`src/rtl/roulette_led_gen.sv`:
```
// Roulette LED spinner: an LFSR picks the start position, the step rate decelerates until stop.
// Optional macro ROULETTE_BLINK_EN blinks the result LED while idle after a spin.
module roulette_led_gen #(
  parameter int unsigned N_POS         = 8,
  parameter int unsigned BASE_INTERVAL = 50000,
  parameter int unsigned SLOW_STEP     = 25000,
  parameter int unsigned FAST_STEPS    = 4,
  parameter int unsigned MAX_INTERVAL  = 400000,
  parameter logic [15:0] SEED          = 16'hACE1,
  parameter int unsigned BLINK_HALF    = 12500000,
  localparam int unsigned PW           = (N_POS > 1) ? $clog2(N_POS) : 1
) (
  input  logic             clk,
  input  logic             rst,
  input  logic             start_spin,
  input  logic             stop_req,
  output logic [N_POS-1:0] led_out,
  output logic [PW-1:0]    result_pos,
  output logic             spin_done,
  output logic             spin_active
);

  localparam int unsigned Thresh = BASE_INTERVAL + SLOW_STEP * FAST_STEPS;
  localparam bit ParamsOk = (N_POS >= 2) && (N_POS <= 32) && (MAX_INTERVAL >= Thresh) &&
                            (SEED != 16'd0) && (BLINK_HALF >= 1);

  if (!ParamsOk) begin : g_param_check
    $error("roulette_led_gen: illegal parameter set");
  end

  typedef enum logic [1:0] {StIdle, StRun, StSlow, StStop} state_e;

  state_e         r_state, w_state_nxt;
  logic [15:0]    r_lfsr;
  logic           w_fb;
  logic [PW-1:0]  r_pos, w_pos_nxt, w_pos_inc, w_start_pos;
  logic [31:0]    r_cnt, w_cnt_nxt;
  logic [31:0]    r_interval, w_interval_nxt;
  logic [31:0]    w_start32;
  logic [32:0]    w_slow_sum;
  logic [31:0]    w_slow_iv;
  logic           w_step;
  logic [PW-1:0]  w_result_nxt;
  logic           w_done_nxt;
  logic [N_POS-1:0] w_onehot;
  logic           w_led_mask;

  assign w_fb        = r_lfsr[15] ^ r_lfsr[13] ^ r_lfsr[12] ^ r_lfsr[10];
  assign w_start32   = {16'd0, r_lfsr} % N_POS;
  assign w_start_pos = w_start32[PW-1:0];
  assign w_pos_inc   = (r_pos == PW'(N_POS - 1)) ? '0 : r_pos + 1'b1;
  assign w_step      = (r_cnt >= r_interval);
  assign w_onehot    = N_POS'(1) << r_pos;

  // 33-bit sum so saturation is exact even near the top of the 32-bit range.
  assign w_slow_sum  = {1'b0, r_interval} + {1'b0, 32'(2 * SLOW_STEP)};
  assign w_slow_iv   = (w_slow_sum >= {1'b0, 32'(MAX_INTERVAL)}) ? 32'(MAX_INTERVAL)
                                                                 : w_slow_sum[31:0];

  always_comb begin
    w_state_nxt    = r_state;
    w_pos_nxt      = r_pos;
    w_cnt_nxt      = r_cnt;
    w_interval_nxt = r_interval;
    w_result_nxt   = result_pos;
    w_done_nxt     = 1'b0;
    unique case (r_state)
      StIdle: begin
        if (start_spin) begin
          w_pos_nxt      = w_start_pos;
          w_interval_nxt = 32'(BASE_INTERVAL);
          w_cnt_nxt      = '0;
          w_state_nxt    = StRun;
        end
      end
      StRun: begin
        // Early stop freezes interval and counter for this cycle.
        if (stop_req) begin
          w_state_nxt = StSlow;
        end else begin
          if (r_interval >= Thresh) w_state_nxt = StSlow;
          if (w_step) begin
            w_pos_nxt = w_pos_inc;
            w_cnt_nxt = '0;
            if (r_interval < Thresh) w_interval_nxt = r_interval + SLOW_STEP;
          end else begin
            w_cnt_nxt = r_cnt + 32'd1;
          end
        end
      end
      StSlow: begin
        if (r_interval >= MAX_INTERVAL) begin
          w_state_nxt = StStop;
        end else if (w_step) begin
          w_pos_nxt      = w_pos_inc;
          w_cnt_nxt      = '0;
          w_interval_nxt = w_slow_iv;
        end else begin
          w_cnt_nxt = r_cnt + 32'd1;
        end
      end
      StStop: begin
        w_result_nxt = r_pos;
        w_done_nxt   = 1'b1;
        w_state_nxt  = StIdle;
      end
      default: w_state_nxt = StIdle;
    endcase
  end

`ifdef ROULETTE_BLINK_EN
  logic [31:0] r_blink_cnt;
  logic        r_blink_on;
  logic        r_blink_en;

  always_ff @(posedge clk or posedge rst) begin
    if (rst) begin
      r_blink_cnt <= '0;
      r_blink_on  <= 1'b0;
      r_blink_en  <= 1'b0;
    end else if (r_state == StStop) begin
      r_blink_cnt <= '0;
      r_blink_on  <= 1'b1;
      r_blink_en  <= 1'b1;
    end else if (r_state == StIdle && start_spin) begin
      r_blink_en  <= 1'b0;
    end else if (r_blink_en) begin
      if (r_blink_cnt >= BLINK_HALF - 1) begin
        r_blink_cnt <= '0;
        r_blink_on  <= ~r_blink_on;
      end else begin
        r_blink_cnt <= r_blink_cnt + 32'd1;
      end
    end
  end

  assign w_led_mask = ~r_blink_en | r_blink_on;
`else
  assign w_led_mask = 1'b1;
`endif

  always_ff @(posedge clk or posedge rst) begin
    if (rst) begin
      r_state     <= StIdle;
      r_lfsr      <= SEED;
      r_pos       <= '0;
      r_cnt       <= '0;
      r_interval  <= 32'(BASE_INTERVAL);
      led_out     <= '0;
      result_pos  <= '0;
      spin_done   <= 1'b0;
      spin_active <= 1'b0;
    end else begin
      r_state     <= w_state_nxt;
      r_lfsr      <= {r_lfsr[14:0], w_fb};
      r_pos       <= w_pos_nxt;
      r_cnt       <= w_cnt_nxt;
      r_interval  <= w_interval_nxt;
      led_out     <= w_onehot & {N_POS{w_led_mask}};
      result_pos  <= w_result_nxt;
      spin_done   <= w_done_nxt;
      spin_active <= (r_state == StRun) || (r_state == StSlow);
    end
  end

endmodule
```
`config.mk`:
```
export PLATFORM = sky130hd
export DESIGN_NAME = roulette_led_gen
export DESIGN_NICKNAME = d
export VERILOG_FILES = /design/src/rtl/roulette_led_gen.sv
export SDC_FILE = /design/constraint.sdc
export NUM_CORES = 1
export LEC_CHECK = 0
export CAP_MARGIN = 5
export CORE_ASPECT_RATIO = 1.75
export CORE_UTILIZATION = 30
export CTS_CLUSTER_SIZE = 40
export DETAILED_ROUTE_END_ITERATION = 10
export PLACE_DENSITY = 0.41
export SYNTH_ARGS = -nofsm -noshare
export SYNTH_HDL_FRONTEND = slang
export SYNTH_SLANG_ARGS = --single-unit
```
`constraint.sdc`:
```
create_clock -name clk -period 3.41 [get_ports clk]
set_clock_uncertainty 0.05 [all_clocks]
set_input_delay 0.682 -clock clk [delete_from_list [all_inputs] [get_ports clk]]
set_output_delay 0.682 -clock clk [all_outputs]
set_load 0.02 [all_outputs]
```
==> out/metrics.cfg, run 1 <==
[status]
status = completed

[routing]
wirelength_um = 19000
antenna_left = 0
drc = 0
routed_via_density = 5.45
drtPass1Iterations = 5
drt_first_iter_violations = 298
wire_per_inst_um = 19.9
num_vias = 5195

[layout]
ff_latch_area_mm2 = 0.00239
fillers = 2063
nNetsFinal = 754
drive_gt1_frac = 0.128
area_growth_pct = 15.3
n_antenna_cell = 0
multi_input_area_mm2 = 0.00334

[power]
internal_power_uw = 2940
vdd.ir_drop.worst_v = 0.000515
seq_power_share = 0.303
swShare = 0.451
pwr-share-comb = 0.492
switching_power_uw = 2420
powerDensity_mw_per_mm2 = 769
p_leak_uw = 0.00302
p_clk_frac = 0.205

[sta]
worst_pin_slew_ns = 0.832
final_hold_viol_count = 0
fmax_mhz = 317
setup_viol = 0
rsz0062_at_grt = no
worst_hold_slack_ns = 0.308
setup_tns_ns = 0
relSlewSlack = 0.439
fin_crit_ns = 3.15
period_share = 0.925
drv_slew = 0

[die]
core-area_mm2 = 0.0197
initial_core_util = 0.306
rows = 68
ios = 17
die_w_um = 109
fp.dieH_um = 190
dieArea_mm2 = 0.0208

[yosys]
synth-seq-cells = 95
synth-main-ff-cell = dfrtp_1
async_reset_ff_frac = 1.00
synth_edf_count = 0
syn_area_per_cell_um2 = 9.04
syn_area_mm2 = 0.00605
ys_types = 78
synth_fp_nets = 719
yosys_warnings = 0
synth_cells = 669
seq_area_frac_synth = 0.396

[critical_path]
crit_chain = inv_1 > ha_1 > nand4_1 > nor3_1 > a2111oi_0 > o31a_1 > a21boi_2 > o21ai_1 > buf_4 > a21oi_1 > mux2_1
startpoint_type = register
slowest_delay_ns = 0.53
end_kind = register
cp_top_family = compound AO/OA/AOI/OAI gates
critPathKind = reg -> reg
crit_arrival_ns = 3.37
critPathMaxFanout = 9
crit_required_ns = 3.62
slowest_stage = dfrtp_1
crit_buf_inv = 2

[global_routing]
grt_max_degree = 45
grt_pass1_vias = 5383
overflow = 0
antenna_found_initial = 0
grt_use_total = 0.198
grt_first_pass_wirelength_um = 30400

[clocking]
clk_latency_ns = 0.37
cts_tree = done
clk_path_buf_depth = 2
clk_pin_slew_ns = 0.08
numCtsBuffers = 9
cts-root-buf = clkbuf_16
htree_levels = 3
clock-sinks = 95

[placement]
gp_congestion = 0.922
io_buffers = 16
dp_hpwl_um = 14500

[flow_run]
drv_cap = 0

[hold_path]
hold_path_class = reg -> reg

## cells in the final DEF (no fill, tap or decap), types with 3 or more instances in the layout
cell,instances
a211oi_1,8
nand2b_1,4
nor3_1,18
dfstp_2,14
xnor2_1,16
o21ai_1,8
a22oi_1,4
mux2i_1,3
and3_1,7
inv_1,41
nor3_2,4
nand4_1,18
nand2_1,42
or3_1,7
o211ai_1,10
clkbuf_16,9
o21a_1,3
clkdlybuf4s50_1,16
o31ai_1,4
xor2_1,14
and4_1,6
and2_1,7
a221oi_1,3
nor2_1,74
dfrtp_1,81
a21oi_1,34
buf_4,35
nor4_1,7
o221ai_1,3
a31oi_1,7
nor2b_1,6
ha_1,46
a32oi_1,3
mux2_2,3
a211o_1,9
o21ai_0,42
nand3_1,32
## power groups by stage
stage | registers (uW) | clock network (uW) | logic [uW]
after floorplan | 1560 | 0 | 1680
after global placement | 1630 | 0 | 2650
after detailed placement | 1640 | 0 | 2640
after CTS | 1620 | 1150 | 2650
after global routing | 1660 | 1180 | 2910
final | 1630 | 1100 | 2640
## cell usage after synthesis (3+ instances only)
library cell	count	area share
buf_2	11	0.0091
mux2_2	3	0.0056
xor2_1	14	0.020
buf_6	3	0.0056
mux2i_1	3	0.0050
and4_1	6	0.0087
a21oi_1	34	0.028
inv_1	42	0.026
a211o_1	9	0.013
nor3_2	4	0.0066
xnor2_1	16	0.023
clkbuf_1	11	0.0068
nand2b_1	4	0.0041
a31oi_1	8	0.0083
and3_1	7	0.0072
o31ai_1	4	0.0050
o21ai_1	8	0.0066
nor2_1	74	0.046
a221oi_1	3	0.0043
a22oi_1	4	0.0050
nor3_1	18	0.015
nand3_1	32	0.026
nand4_1	18	0.019
o21a_1	3	0.0037
or3_1	7	0.0072
and2_1	7	0.0072
nor4_1	7	0.0072
dfstp_2	14	0.061
a211oi_1	8	0.0099
dfrtp_1	81	0.34
nand2_1	42	0.026
o211ai_1	10	0.012
a32oi_1	3	0.0043
o21ai_0	42	0.035
o221ai_1	3	0.0043
nor2b_1	6	0.0062
ha_1	46	0.095
## routing by layer
layer	wire length [um]	share of wire	track usage	vias to the layer above
met1	7240	0.38	0.207	2538
met2	9970	0.52	0.352	114
met4	1280	0.068	0.139	0
li1	-	-	-	2489
met3	500	0.026	0.0329	54
met5	0	0	0	-
## sequential cells by signal (all words and copies together) (netlist names)
name         flops
r_interval      29
r_pos            3
spin_done        1
result_pos       3
r_cnt           32
led_out          8
r_state          2
r_lfsr          16
spin_active      1
## final timing paths
| check | from | to | cells after the start | slack [ns] |
|---|---|---|---|---|
| max | r_interval[17] | r_interval[3] | 11 | 0.26 |
| min | r_lfsr[8] | r_lfsr[9] | 0 | 0.31 |
| max reg2reg | r_interval[17] | r_interval[3] | 11 | 0.26 |
| min reg2reg | r_lfsr[8] | r_lfsr[9] | 0 | 0.31 |
| max in group asynchronous | rst | r_cnt[14] | 3 | 1.89 |
| min in group asynchronous | rst | r_cnt[24] | 2 | 0.66 |
## per-stage QoR
step | cell area [um^2] | utilization | worst slack (ns) | cells | power, uW
after floorplan | 6050 | - | 0.224 | 669 | 3240
after global placement | 6660 | 0.337 | 0.294 | 938 | 4280
after detailed placement | 6660 | 0.337 | 0.269 | 938 | 4280
after CTS | 6970 | 0.353 | 0.236 | 954 | 5420
after global routing | 6970 | 0.353 | 0.0363 | 954 | 5750
final | 6970 | 0.353 | 0.255 | 954 | 5360
## cell type report
cell class	count	share of cell area
Inverter	45	0.0246
Multi-Input combinational cell	501	0.479
Sequential cell	95	0.343
Timing Repair Buffer	52	0.0635
Tap cell	245	0.0440
Clock inverter	6	0.0108
Clock buffer	10	0.0343
## what timing repair did
item	4_1_cts	5_1_grt
endpoints found under the setup margin	0	1
gates resized for setup	0	1
setup buffers	0	0
hold endpoints to repair	0	0
hold buffers	0	0
## cells by family (layout without fill, tap and decap cells)
family,after synthesis,after routing,share of synthesized area
simple gates,246,246,0.209
compound gates,172,172,0.192
flops,95,95,0.396
buf+inv,73,113,0.0525
fa+ha+maj,46,46,0.0952
xor+xnor,30,30,0.0434
mux,7,7,0.0124
No activity file was read; power rests on OpenSTA's default activity.
==> inputs of run 2 (changes only) <==
--- a/config.mk
+++ b/config.mk
@@ -6,11 +6,12 @@
 export NUM_CORES = 1
 export LEC_CHECK = 0
 export CAP_MARGIN = 5
-export CORE_ASPECT_RATIO = 1.75
+export CORE_ASPECT_RATIO = 0.75
 export CORE_UTILIZATION = 30
 export CTS_CLUSTER_SIZE = 40
 export DETAILED_ROUTE_END_ITERATION = 10
 export PLACE_DENSITY = 0.41
+export SKIP_LAST_GASP = 1
 export SYNTH_ARGS = -nofsm -noshare
 export SYNTH_HDL_FRONTEND = slang
 export SYNTH_SLANG_ARGS = --single-unit
==> run 2 against run 1 <==
Net effect:
- the flow now finishes with violations (design-rule violations)
- non-clock buffer count up 1
- via count is 1.0% higher
- combinational power barely moved
- final cell count rose by 0.94%
- critical path depth down 2
- register-to-register slack hardly changed
- power decreased by 2.2%
- worst setup slack lost 0.011 ns
- clock-buffer cell count shrank 1
- routed wire length is 5.7% lower
- die area about the same
- critical path type unchanged
- largest cell class unchanged
==> out/metrics.cfg, run 2 (same netlist as run 1, synthesis figures left out) <==
[layout]
multi_input_area_mm2 = 0.00334
final_common_cell = dfrtp_1
regMostFlops = r_cnt
ff_latch_area_mm2 = 0.00239
fillers = 1994
n_antenna_cell = 0
area_growth_pct = 15.1
reg_top3 = r_cnt (32), r_interval (29), r_lfsr (16)
drive_gt1_frac = 0.130
final_cell_mix = dfrtp_1, nor2_1, ha_1
largest_register_ffs = 32
nNetsFinal = 755

[die]
ios = 17
dieArea_mm2 = 0.0207
initial_core_util = 0.309
core-area_mm2 = 0.0195
die_w_um = 166
fp.dieH_um = 125
rows = 44

[global_routing]
grt_max_degree = 55
antenna_found_initial = 0
grt_pass1_vias = 5054
overflow = 0
grt_use_total = 0.179
grt_first_pass_wirelength_um = 28900

[sta]
setup_tns_ns = 0
worst_hold_slack_ns = 0.306
relSlewSlack = 0.534
drv_slew = 0
setup_viol = 0
final_hold_viol_count = 0
fmax_mhz = 316
fin_crit_ns = 3.17
worst_pin_slew_ns = 0.699
rsz0062_at_grt = no
period_share = 0.928

[power]
vdd.ir_drop.worst_v = 0.000296
p_leak_uw = 0.00301
power_uw = 5240
powerDensity_mw_per_mm2 = 753

[clocking]
clk_pin_slew_ns = 0.07
htree_levels = 3
postCtsHoldBufs = 0
post-cts-setup-buffers = 0
clk_path_buf_depth = 2
clk_latency_ns = 0.36
cts_tree = done
clock-sinks = 95
post_cts_resized = 0
numCtsBuffers = 9
cts-root-buf = clkbuf_16

[critical_path]
crit_arrival_ns = 3.35
rr_worst_depth = 9
crit_required_ns = 3.60
startpoint_type = register
critPathMaxFanout = 15
critPathKind = reg -> reg
end_kind = register

[routing]
num_vias = 5248
drt_first_iter_violations = 507
antenna_left = 0
drc = 3
wire_per_inst_um = 18.6
drtPass1Iterations = 9
routed_via_density = 5.45
wirelength_um = 17900

[status]
violations = design-rule violations
status = finished, violations left

[flow_run]
drv_cap = 0

[placement]
gp_congestion = 0.931
io_buffers = 16
dp_hpwl_um = 13700

[hold_path]
hold_depth = 0
hold_path_class = reg -> reg

==> run 2: cell count changes in the layout (fill, tap and decap cells not counted) <==
cell       change
bufinv_16      -1
clkbuf_8       -1
a2111oi_0      +1
buf_4          +1
inv_8          +1
a2111oi_1      -1
clkinv_2       +1
==> run 2: path summary, 6_finish.rpt <==
path,from,to,slack (ns)
min in group asynchronous,rst,r_lfsr[8],0.74
setup reg to reg,r_interval[29],r_interval[17],0.24
max in group asynchronous,rst,r_cnt[14],1.69
hold reg to reg,r_lfsr[8],r_lfsr[9],0.31
setup / recovery,r_interval[29],r_interval[17],0.24
hold / removal,r_lfsr[8],r_lfsr[9],0.31
==> run 2: through the flow <==
stage / instances / instance area, um^2 / setup WS, ns / util
floorplan: 669 / 6050 / 0.224 / -
global route: 963 / 6960 / 0.0264 / 0.356
global placement: 947 / 6680 / 0.222 / 0.342
detailed placement: 947 / 6680 / 0.269 / 0.342
CTS: 963 / 6960 / 0.259 / 0.356
finish: 963 / 6960 / 0.245 / 0.356
==> run 2: layer usage <==
layer / up-vias / share of wire / wire length (um) / GRT usage
li1: 2502 / - / - / -
met5: - / 0 / 0 / 0
met4: 0 / 0.015 / 275 / 0.0489
met2: 165 / 0.40 / 7120 / 0.249
met1: 2559 / 0.51 / 9110 / 0.269
met3: 22 / 0.078 / 1410 / 0.0475
==> run 2: where the power goes <==
group	leakage (uW)	switching (uW)	internal, uW
Combinational	0.00162	1650	990
Sequential	0.00124	251	1350
Clock	0.000140	497	511
Total	0.00301	2390	2850
==> run 2: layout make-up <==
cell class | instances | share of cell area
inverters | 45 | 0.0246
clock inverters | 7 | 0.00881
clock buffers | 9 | 0.0324
well taps | 253 | 0.0455
repair buffers | 53 | 0.0647
multi-input cells | 501 | 0.480
flip-flops and latches | 95 | 0.344
==> run 2: critical path, stage by stage, from the launching register on <==
cell	delay, ns
dfrtp_1	0.42
nor4_1	0.35
and4_1	0.29
or4b_1	0.52
o21ai_1	0.21
a21boi_2	0.31
o21a_1	0.34
buf_4	0.28
mux2i_1	0.20
a21oi_1	0.06
==> inputs of run 3 (changes only) <==
--- a/config.mk
+++ b/config.mk
@@ -6,11 +6,13 @@
 export NUM_CORES = 1
 export LEC_CHECK = 0
 export CAP_MARGIN = 5
+export CELL_PAD_IN_SITES_DETAIL_PLACEMENT = 0
+export CELL_PAD_IN_SITES_GLOBAL_PLACEMENT = 1
 export CORE_ASPECT_RATIO = 0.75
 export CORE_UTILIZATION = 30
 export CTS_CLUSTER_SIZE = 40
 export DETAILED_ROUTE_END_ITERATION = 10
-export PLACE_DENSITY = 0.41
+export PLACE_DENSITY = 0.5
 export SKIP_LAST_GASP = 1
 export SYNTH_ARGS = -nofsm -noshare
 export SYNTH_HDL_FRONTEND = slang
==> run 3 against run 2 <==
Net effect:
- the flow still finishes with violations (design-rule violations)
- clock power is essentially flat
- sequential share of layout area fell by 0.27 points
- worst setup slack got worse by 0.074 ns
- clock-buffer cell count increased by 1
- first-iteration DRC count fell by 35%
- final area rose by 0.79%
==> out/metrics.cfg, run 3 (same netlist as run 1, synthesis figures left out) <==
[status]
status = finished, violations left
violations = design-rule violations

[layout]
regMostFlops = r_cnt
nNetsFinal = 757
largest_register_ffs = 32
area_growth_pct = 16.0
n_antenna_cell = 0
drive_gt1_frac = 0.132
reg_top3 = r_cnt (32), r_interval (29), r_lfsr (16)
fillers = 1981
final_cell_mix = dfrtp_1, nor2_1, ha_1
multi_input_area_mm2 = 0.00334
final_common_cell = dfrtp_1
ff_latch_area_mm2 = 0.00239

[clocking]
clk_latency_ns = 0.35
cts_tree = done
postCtsHoldBufs = 0
htree_levels = 3
clk_pin_slew_ns = 0.07
clock-sinks = 95
clk_path_buf_depth = 2
post-cts-setup-buffers = 0
cts-root-buf = clkbuf_16
post_cts_resized = 0
numCtsBuffers = 9

[hold_path]
hold_path_class = reg -> reg
min_from = r_lfsr[9]
hold_depth = 0
min_to = r_lfsr[10]

[critical_path]
reg2reg_to = r_interval[16]
rr_worst_depth = 9
r2r_setup_slack_ns = 0.17
startpoint_type = register
end_kind = register
crit_arrival_ns = 3.41
crit_required_ns = 3.58
critPathKind = reg -> reg
rr_startpoint = r_interval[4]
critPathMaxFanout = 7

[placement]
dp_hpwl_um = 13800
gp_congestion = 0.886
io_buffers = 16

[global_routing]
antenna_found_initial = 0
overflow = 0
grt_pass1_vias = 5034
grt_first_pass_wirelength_um = 29600
grt_max_degree = 64
grt_use_total = 0.185

[sta]
rsz0062_at_grt = no
setup_tns_ns = 0
worst_hold_slack_ns = 0.298
fin_crit_ns = 3.24
fmax_mhz = 309
setup_viol = 0
relSlewSlack = 0.597
period_share = 0.950
drv_slew = 0
final_hold_viol_count = 0
worst_pin_slew_ns = 0.598

[die]
initial_core_util = 0.309
dieArea_mm2 = 0.0207
die_w_um = 166
fp.dieH_um = 125
core-area_mm2 = 0.0195
ios = 17
rows = 44

[power]
powerDensity_mw_per_mm2 = 763
vdd.ir_drop.worst_v = 0.000300
p_leak_uw = 0.00304
power_uw = 5350

[routing]
num_vias = 5108
antenna_left = 0
drc = 5
wirelength_um = 18200
drt_first_iter_violations = 328
wire_per_inst_um = 18.9
drtPass1Iterations = 8
routed_via_density = 5.29

[flow_run]
drv_cap = 0

[run 3: changes by cell type in the layout (fill, tap and decap cells not counted), sizes merged]
| cell | delta |
|---|---|
| buf | +2 |
| clkbuf | +1 |
| clkinv | +1 |
| clkinvlp | -1 |
| inv | -1 |
[run 3: power breakdown]
group	total (uW)	switching, uW	internal (uW)
sequential	1590	238	1350
combinational	2740	1700	1040
clock	1030	496	535
total	5350	2430	2920
[run 3: worst max path at each step]
stage | startpoint | endpoint | slack (ns) | depth (start not counted)
after CTS | r_interval[4] | r_interval[16] | 0.19 | 9
after global routing | r_interval[4] | r_interval[16] | 0.05 | 9
after floorplan | rst | led_out[0] | 0.22 | 1
final | r_interval[4] | r_interval[16] | 0.17 | 9
after global placement | r_interval[4] | r_interval[16] | 0.01 | 9
after detailed placement | r_interval[4] | r_interval[16] | 0.24 | 9
[run 3: critical path: stages (launching register included)]
cell	delay (ns)
dfstp_2	0.59
ha_1	0.28
nor2_1	0.12
a211o_1	0.28
a2111oi_0	0.48
nor4b_1	0.12
a22o_1	0.25
and2_1	0.27
and2_1	0.26
o311a_1	0.41
[run 3: metal layers]
| layer | vias up | global-route usage | wire [um] |
|---|---|---|---|
| met5 | - | 0 | 0 |
| met2 | 111 | 0.257 | 7320 |
| met1 | 2473 | 0.279 | 9580 |
| li1 | 2505 | - | - |
| met4 | 0 | 0.0495 | 243 |
| met3 | 19 | 0.0484 | 1080 |
[run 3: layout make-up]
type                    count  share of cell area
flip-flops and latches     95               0.341
repair buffers             55              0.0699
well taps                 253              0.0451
clock inverters             6             0.00892
inverters                  45              0.0244
multi-input cells         501               0.476
clock buffers              10              0.0341
[run 3: per-stage QoR]
step                cell area [um^2]  worst slack (ns)   util  std cells
CTS                             6990             0.190  0.358        962
global placement                6690            0.0103  0.342        946
global route                    7020            0.0522  0.359        965
detailed placement              6690             0.236  0.342        946
floorplan                       6050             0.224      -        669
finish                          7020             0.170  0.359        965
